===== src/rtl/uart_pkg.sv =====
// uart_pkg: shared receive-FSM state type and divider/width helpers for the UART path.
package uart_pkg;

    typedef enum logic [2:0] {
        IDLE,
        START,
        DATA,
        PARITY,
        STOP,
        BREAK,
        DONE
    } uart_rx_state_t;

    // Clocks per oversample tick, rounded to nearest, never below 1.
    function automatic int unsigned uart_div(input int unsigned clk_hz,
                                             input int unsigned baud,
                                             input int unsigned oversample);
        int unsigned tick_hz;
        int unsigned div;
        tick_hz = baud * oversample;
        div     = (clk_hz + tick_hz / 2) / tick_hz;
        return (div == 0) ? 1 : div;
    endfunction

    // Counter width able to hold 0..n-1, at least one bit.
    function automatic int unsigned uart_cw(input int unsigned n);
        return (n > 1) ? $clog2(n) : 1;
    endfunction

endpackage


===== src/rtl/uart_baud_tick.sv =====
// uart_baud_tick: emits a one-cycle tick every DIV clocks; clear restarts the phase.
module uart_baud_tick
    import uart_pkg::*;
#(
    parameter int unsigned DIV = 27
) (
    input  logic clk,
    input  logic rst,
    input  logic clear,
    output logic tick
);

    localparam int unsigned   CW   = uart_cw(DIV);
    localparam logic [CW-1:0] LAST = CW'(DIV - 1);

    logic [CW-1:0] cnt;

    // Divider counter; clear aligns the first tick DIV clocks after the start edge.
    always_ff @(posedge clk) begin
        if (rst || clear) begin
            cnt  <= '0;
            tick <= 1'b0;
        end else if (cnt == LAST) begin
            cnt  <= '0;
            tick <= 1'b1;
        end else begin
            cnt  <= cnt + 1'b1;
            tick <= 1'b0;
        end
    end

endmodule


===== src/rtl/uart_rx_engine.sv =====
// uart_rx_engine: oversampling UART receiver with majority voting, 5-9 data bits,
// 1-2 stop bits, valid/ready output register and overrun pulse.
// Optional parity checker enabled by defining UART_RX_PARITY_EN.
module uart_rx_engine
    import uart_pkg::*;
#(
    parameter int unsigned CLK_HZ     = 50_000_000,
    parameter int unsigned BAUD       = 115_200,
    parameter int unsigned OVERSAMPLE = 16,
    parameter int unsigned DATA_BITS  = 8,
    parameter int unsigned STOP_BITS  = 1,
    parameter bit          PARITY_ODD = 1'b0
) (
    input  logic                 clk,
    input  logic                 rst,
    input  logic                 rx_pin_in,
    output logic [DATA_BITS-1:0] rx_data,
    output logic                 rx_valid,
    input  logic                 rx_ready,
    output logic                 rx_frame_err,
    output logic                 rx_parity_err,
    output logic                 rx_overrun
);

    localparam int unsigned DIV = uart_div(CLK_HZ, BAUD, OVERSAMPLE);
    localparam int unsigned MID = OVERSAMPLE / 2;
    localparam int unsigned PW  = uart_cw(OVERSAMPLE);
    localparam int unsigned BW  = uart_cw(DATA_BITS);

    localparam logic [PW-1:0] PH_LAST   = PW'(OVERSAMPLE - 1);
    localparam logic [PW-1:0] PH_S0     = PW'(MID - 1);
    localparam logic [PW-1:0] PH_S1     = PW'(MID);
    localparam logic [PW-1:0] PH_S2     = PW'(MID + 1);
    localparam logic [BW-1:0] DATA_LAST = BW'(DATA_BITS - 1);
    localparam logic [BW-1:0] STOP_LAST = BW'(STOP_BITS - 1);

    logic                 sync1, sync2, line_prev;
    logic [1:0]           flush;
    logic                 fall, clear, tick;
    logic [PW-1:0]        phase, phase_nxt;
    logic                 s0, s1, maj, decide, ferr_now;
    uart_rx_state_t       state, state_nxt;
    logic [BW-1:0]        bit_cnt;
    logic [DATA_BITS-1:0] shreg;
    logic                 ferr;
`ifdef UART_RX_PARITY_EN
    logic                 perr;
`endif

    // Two-flop synchroniser plus edge register; the edge register stays 0 until
    // real line samples have flushed the reset 1s, so a line held low across
    // reset cannot look like a fresh falling edge.
    always_ff @(posedge clk) begin
        if (rst) begin
            sync1     <= 1'b1;
            sync2     <= 1'b1;
            flush     <= '0;
            line_prev <= 1'b0;
        end else begin
            sync1     <= rx_pin_in;
            sync2     <= sync1;
            flush     <= {flush[0], 1'b1};
            line_prev <= flush[1] & sync2;
        end
    end

    assign fall  = line_prev & ~sync2;
    assign clear = (state == IDLE) && fall;

    uart_baud_tick #(
        .DIV (DIV)
    ) u_baud_tick (
        .clk   (clk),
        .rst   (rst),
        .clear (clear),
        .tick  (tick)
    );

    // Ticks elapsed since the start edge, modulo one bit; samples at mid-1, mid, mid+1.
    assign phase_nxt = (phase == PH_LAST) ? '0 : phase + 1'b1;
    assign decide    = tick && (phase_nxt == PH_S2);
    assign maj       = (s0 & s1) | (s0 & sync2) | (s1 & sync2);
    assign ferr_now  = (bit_cnt == '0) ? ~maj : ferr;

    // FSM state register.
    always_ff @(posedge clk) begin
        if (rst) begin
            state <= IDLE;
        end else begin
            state <= state_nxt;
        end
    end

    // FSM next-state logic.
    always_comb begin
        state_nxt = state;
        case (state)
            IDLE:   if (fall) state_nxt = START;
            START:  if (decide) state_nxt = maj ? IDLE : DATA;
            DATA: begin
                if (decide && (bit_cnt == DATA_LAST)) begin
`ifdef UART_RX_PARITY_EN
                    state_nxt = PARITY;
`else
                    state_nxt = STOP;
`endif
                end
            end
`ifdef UART_RX_PARITY_EN
            PARITY: if (decide) state_nxt = STOP;
`endif
            STOP: begin
                if (decide && (bit_cnt == STOP_LAST)) begin
                    state_nxt = (ferr_now && !sync2) ? BREAK : DONE;
                end
            end
            BREAK:  if (sync2) state_nxt = DONE;
            DONE:   state_nxt = IDLE;
            default: state_nxt = IDLE;
        endcase
    end

    // Bit-phase counter, vote samples, shift register, bit counter and error capture.
    always_ff @(posedge clk) begin
        if (rst) begin
            phase   <= '0;
            s0      <= 1'b1;
            s1      <= 1'b1;
            bit_cnt <= '0;
            shreg   <= '0;
            ferr    <= 1'b0;
`ifdef UART_RX_PARITY_EN
            perr    <= 1'b0;
`endif
        end else begin
            if (clear) begin
                phase <= '0;
            end else if (tick) begin
                phase <= phase_nxt;
            end
            if (tick && (phase_nxt == PH_S0)) s0 <= sync2;
            if (tick && (phase_nxt == PH_S1)) s1 <= sync2;
            if (decide) begin
                case (state)
                    START: bit_cnt <= '0;
                    DATA: begin
                        shreg   <= {maj, shreg[DATA_BITS-1:1]};
                        bit_cnt <= (bit_cnt == DATA_LAST) ? '0 : bit_cnt + 1'b1;
                    end
`ifdef UART_RX_PARITY_EN
                    PARITY: perr <= maj ^ (^shreg) ^ PARITY_ODD;
`endif
                    STOP: begin
                        if (bit_cnt == '0) ferr <= ~maj;
                        bit_cnt <= bit_cnt + 1'b1;
                    end
                    default: ;
                endcase
            end
        end
    end

    // Output register: load on DONE when empty or being drained, else drop and flag overrun.
    always_ff @(posedge clk) begin
        if (rst) begin
            rx_data       <= '0;
            rx_valid      <= 1'b0;
            rx_frame_err  <= 1'b0;
            rx_overrun    <= 1'b0;
`ifdef UART_RX_PARITY_EN
            rx_parity_err <= 1'b0;
`endif
        end else begin
            rx_overrun <= 1'b0;
            if (state == DONE) begin
                if (!rx_valid || rx_ready) begin
                    rx_data       <= shreg;
                    rx_valid      <= 1'b1;
                    rx_frame_err  <= ferr;
`ifdef UART_RX_PARITY_EN
                    rx_parity_err <= perr;
`endif
                end else begin
                    rx_overrun <= 1'b1;
                end
            end else if (rx_valid && rx_ready) begin
                rx_valid <= 1'b0;
            end
        end
    end

`ifndef UART_RX_PARITY_EN
    // PARITY_ODD has no effect without the parity checker.
    assign rx_parity_err = PARITY_ODD & 1'b0;
`endif

endmodule


===== config.mk =====
export PLATFORM = sky130hd
export DESIGN_NAME = uart_rx_engine
export DESIGN_NICKNAME = d
export VERILOG_FILES = /design/src/rtl/uart_pkg.sv /design/src/rtl/uart_baud_tick.sv /design/src/rtl/uart_rx_engine.sv
export SDC_FILE = /design/constraint.sdc
export NUM_CORES = 1
export LEC_CHECK = 0
export ABC_AREA = 1
export BUFFER_PORTS_ARGS = -buffer_cell sky130_fd_sc_hd__buf_2
export CAP_MARGIN = 20
export CORE_MARGIN = 5
export CORE_UTILIZATION = 50
export DETAILED_ROUTE_END_ITERATION = 12
export PLACE_DENSITY = 0.68
export SLEW_MARGIN = 10
export SYNTH_ARGS = -nofsm -noshare
export SYNTH_HDL_FRONTEND = slang
export SYNTH_HIERARCHICAL = 1
export SYNTH_SLANG_ARGS = --single-unit

===== constraint.sdc =====
create_clock -name clk -period 2.3 [get_ports clk]
set_clock_uncertainty 0.1 [all_clocks]
set_input_delay 0.46 -clock clk [delete_from_list [all_inputs] [get_ports clk]]
set_output_delay 0.46 -clock clk [all_outputs]
set_load 0.02 [all_outputs]

==> flow_metrics.env <==
export IMPL_swShare_pct=27.05
export IMPL_nets=305
export IMPL_critPathSlowestCell="dfxtp_1"
export IMPL_cts_sinks=43
export IMPL_path_class="reg2reg"
export IMPL_gp_congestion=0.8882
export IMPL_cts_setup_buffers=0
export IMPL_status="finished clean"
export IMPL_avgRoutedWirePerCell_um=10.31
export IMPL_cp_common_cell="nand2_1"
export IMPL_grt_usage_pct=15.03
export IMPL_switchingPower_uw=432.9
export IMPL_setup_viol=0
export IMPL_dp_hpwl_mm=2.674
export IMPL_grt_pass1_wl_mm=6.375
export IMPL_cp_slowest_stage_delay_ps=440
export IMPL_drt_iter0_drc=135
export IMPL_crit_chain="ha_1 > inv_1 > nand2_1 > nand2_1 > nor2_4 > nand2_4 > nor2_8 > nand2_1 > nand2_1 > nor2_1"
export IMPL_power_per_cell_area_mw_per_mm2=714.2
export IMPL_p_leak_uw=0.001091
export IMPL_startpoint_type="flop"
export IMPL_syn_avg_cell_area_sq_um=7.330
export IMPL_drive_above_1_share_pct=14.68
export IMPL_routed_wirelength_mm=3.538
export IMPL_core_sq_mm=0.003943
export IMPL_ant_nets=0
export IMPL_synth_edf_count=0
export IMPL_synthesis_nets=288
export IMPL_p_clk_share_pct=36.1
export IMPL_power_internal_uw=1168
export IMPL_yosysTopAreaCellShare_pct=42.71
export IMPL_insertion_delay_ps=290
export IMPL_rsz0062_at_grt="false"
export IMPL_netlist_area_sq_mm=0.002016
export IMPL_die_area_sq_mm=0.005402
export IMPL_antenna_found_initial=0
export IMPL_via_per_inst=4.735
export IMPL_p_comb_share_pct=14.2
export IMPL_yosysSeqAreaShare_pct=42.71
export IMPL_cts_resized=0
export IMPL_hold_viol_final=0
export IMPL_cts_clk_slew_worst_paths_ps=80
export IMPL_hp_class="in2reg"
export IMPL_fmax_ghz=0.5839
export IMPL_report_final_slew_viol_count=0
export IMPL_drc=0
export IMPL_die_width_um=73.50
export IMPL_irDropWorstVdd_v=0.0005345
export IMPL_cts_tree="built"
export IMPL_rows=23
export IMPL_postSynth_asyncResetShare_pct=0
export IMPL_cts_max_level=2
export IMPL_tightest_slew_ps=526.9
export IMPL_synth_area_leaders="dfxtp_1 43%, nand2_1 10%, nor2_1 8.0%"
export IMPL_p_seq_share_pct=49.7
export IMPL_synth_area_leader_cell="dfxtp_1"
export IMPL_path_buf_inv=1
export IMPL_overflow=0
export IMPL_die_h_um=73.50
export IMPL_cp_required_ps=2390
export IMPL_fin_util_pct=56.84
export IMPL_tns_ps=0
export IMPL_start_util_pct=51.13
export IMPL_arrival_ps=1800
export IMPL_synth_ff_type="dfxtp_1"
export IMPL_root_buffer="clkbuf_8"
export IMPL_ioPinCount=16
export IMPL_grt_pass1_vias=1511
export IMPL_crit_fanout=16
export IMPL_io_buffers=14
export IMPL_yosysWarningCount=6
export IMPL_first_pass_iters=4
export IMPL_slew_headroom_pct=64.51
export IMPL_maxCapViolations=0
export IMPL_cp_end_kind="flop"
export IMPL_synth_seq_cells=43
export IMPL_finalWorstPathRequiredPeriod_ps=1713
export IMPL_grt_max_degree=19
export IMPL_netlist_cell_type_count=30
export IMPL_syn_instance_count=275
export IMPL_clock_path_buffers=2
export IMPL_cpLargestDelayFamily="simple AND/OR/NAND/NOR gates"
export IMPL_timing_final_crit_share_pct=74.46
export IMPL_numCtsBuffers=5
export IMPL_vias=1624
export IMPL_holdBufCountCts=0
export IMPL_antenna_cells=0
export IMPL_area_growth_pct=11.17
==> worst reg2reg max path: cells and delay by family, from the launching register on <==
kind	cells	cell delay [ps]
adders and majority gates	1	230
buffers and inverters	1	50
DFF	1	440
and+or+nand+nor	8	790
==> Yosys cell counts (2+ instances only) <==
master    number
a21oi_1       20
clkbuf_1       3
dfxtp_1       43
ha_1           9
inv_1         36
inv_2          4
nand2_1       56
nand2_2        2
nand2_4        2
nand3_1       14
nand4_1        6
nor2_1        43
nor2_2         3
nor2_4         2
nor2_8         2
nor3_1         2
o21ai_0       11
o21ai_1        4
or2_2          2
==> metal layers <==
layer	wire [um]	vias to the layer above	track usage, %
li1	-	892	-
met1	1791	687	19.44
met2	1501	38	23.52
met3	184	7	3.830
met4	60	0	6.640
met5	0	-	0
==> metrics by stage <==
| stage | area (sq um) | total power, uW | cells | worst slack [ps] | hold WS, ps |
|---|---|---|---|---|---|
| 5_1_grt | 2241 | 1696 | 343 | 451.8 | 254.8 |
| 3_5_place_dp | 2128 | 1038 | 335 | 594.6 | 298.2 |
| 2_1_floorplan | 2016 | 987.8 | 275 | 722.5 | 288.3 |
| 6_report | 2241 | 1600 | 343 | 587.3 | 252.4 |
| 4_1_cts | 2241 | 1625 | 343 | 598.1 | 242.6 |
| 3_3_place_gp | 2128 | 1036 | 335 | 659.7 | 289.6 |
==> area by class of cell <==
class	count	area, sq um
Fill cell	366	1702
Sequential cell	43	860.8
Inverter	40	150.1
Clock buffer	5	68.82
Clock inverter	3	43.79
Timing Repair Buffer	16	85.08
Tap cell	50	62.56
Multi-Input combinational cell	186	969.7
==> worst paths after layout <==
kind,end,start,depth (start not counted),slack [ps]
max,shreg[7],phase[0],10,590
min,sync1,rx_pin_in,2,250
max reg2reg,shreg[7],phase[0],10,590
min reg2reg,flush[1],flush[0],2,310
==> logic make-up after synthesis <==
family	synth area share [%]
AOI/OAI and AO/OA	10.12
and+or+nand+nor	31.78
adders and majority gates	5.587
DFF	42.71
other	0.1860
xor gates and xnor gates	0.4346
buffers and inverters	9.186
==> registers in the layout, indices dropped and copies added (netlist names) <==
signal	count
ferr	1
line_prev	1
state	3
sync2	1
s0	1
flush	2
u_baud_tick/cnt	5
s1	1
rx_overrun	1
rx_data	8
shreg	8
u_baud_tick/tick	1
phase	4
rx_valid	1
sync1	1
bit_cnt	3
rx_frame_err	1
==> power by group through the flow <==
stage / Combinational [uW] / Clock, uW / Sequential, uW
finish: 227 / 578 / 796
global route: 259 / 637 / 801
CTS: 226 / 604 / 796
detailed placement: 225 / 0 / 813
global placement: 223 / 0 / 813
floorplan: 174 / 0 / 814
==> layout by cell type (no fill, tap or decap), types with 2 or more instances in the layout <==
| master | count |
|---|---|
| nand2_2 | 2 |
| buf_4 | 2 |
| o21ai_1 | 4 |
| ha_1 | 9 |
| nor2_4 | 2 |
| a21oi_1 | 20 |
| nor2_2 | 3 |
| nand3_1 | 14 |
| or2_2 | 2 |
| nor2_8 | 2 |
| nand2_1 | 56 |
| nor3_1 | 2 |
| inv_1 | 36 |
| buf_2 | 14 |
| dfxtp_1 | 43 |
| clkbuf_8 | 5 |
| nand2_4 | 2 |
| o21ai_0 | 11 |
| nand4_1 | 6 |
| nor2_1 | 43 |
| inv_2 | 4 |
(Power assumes the default switching activity.)
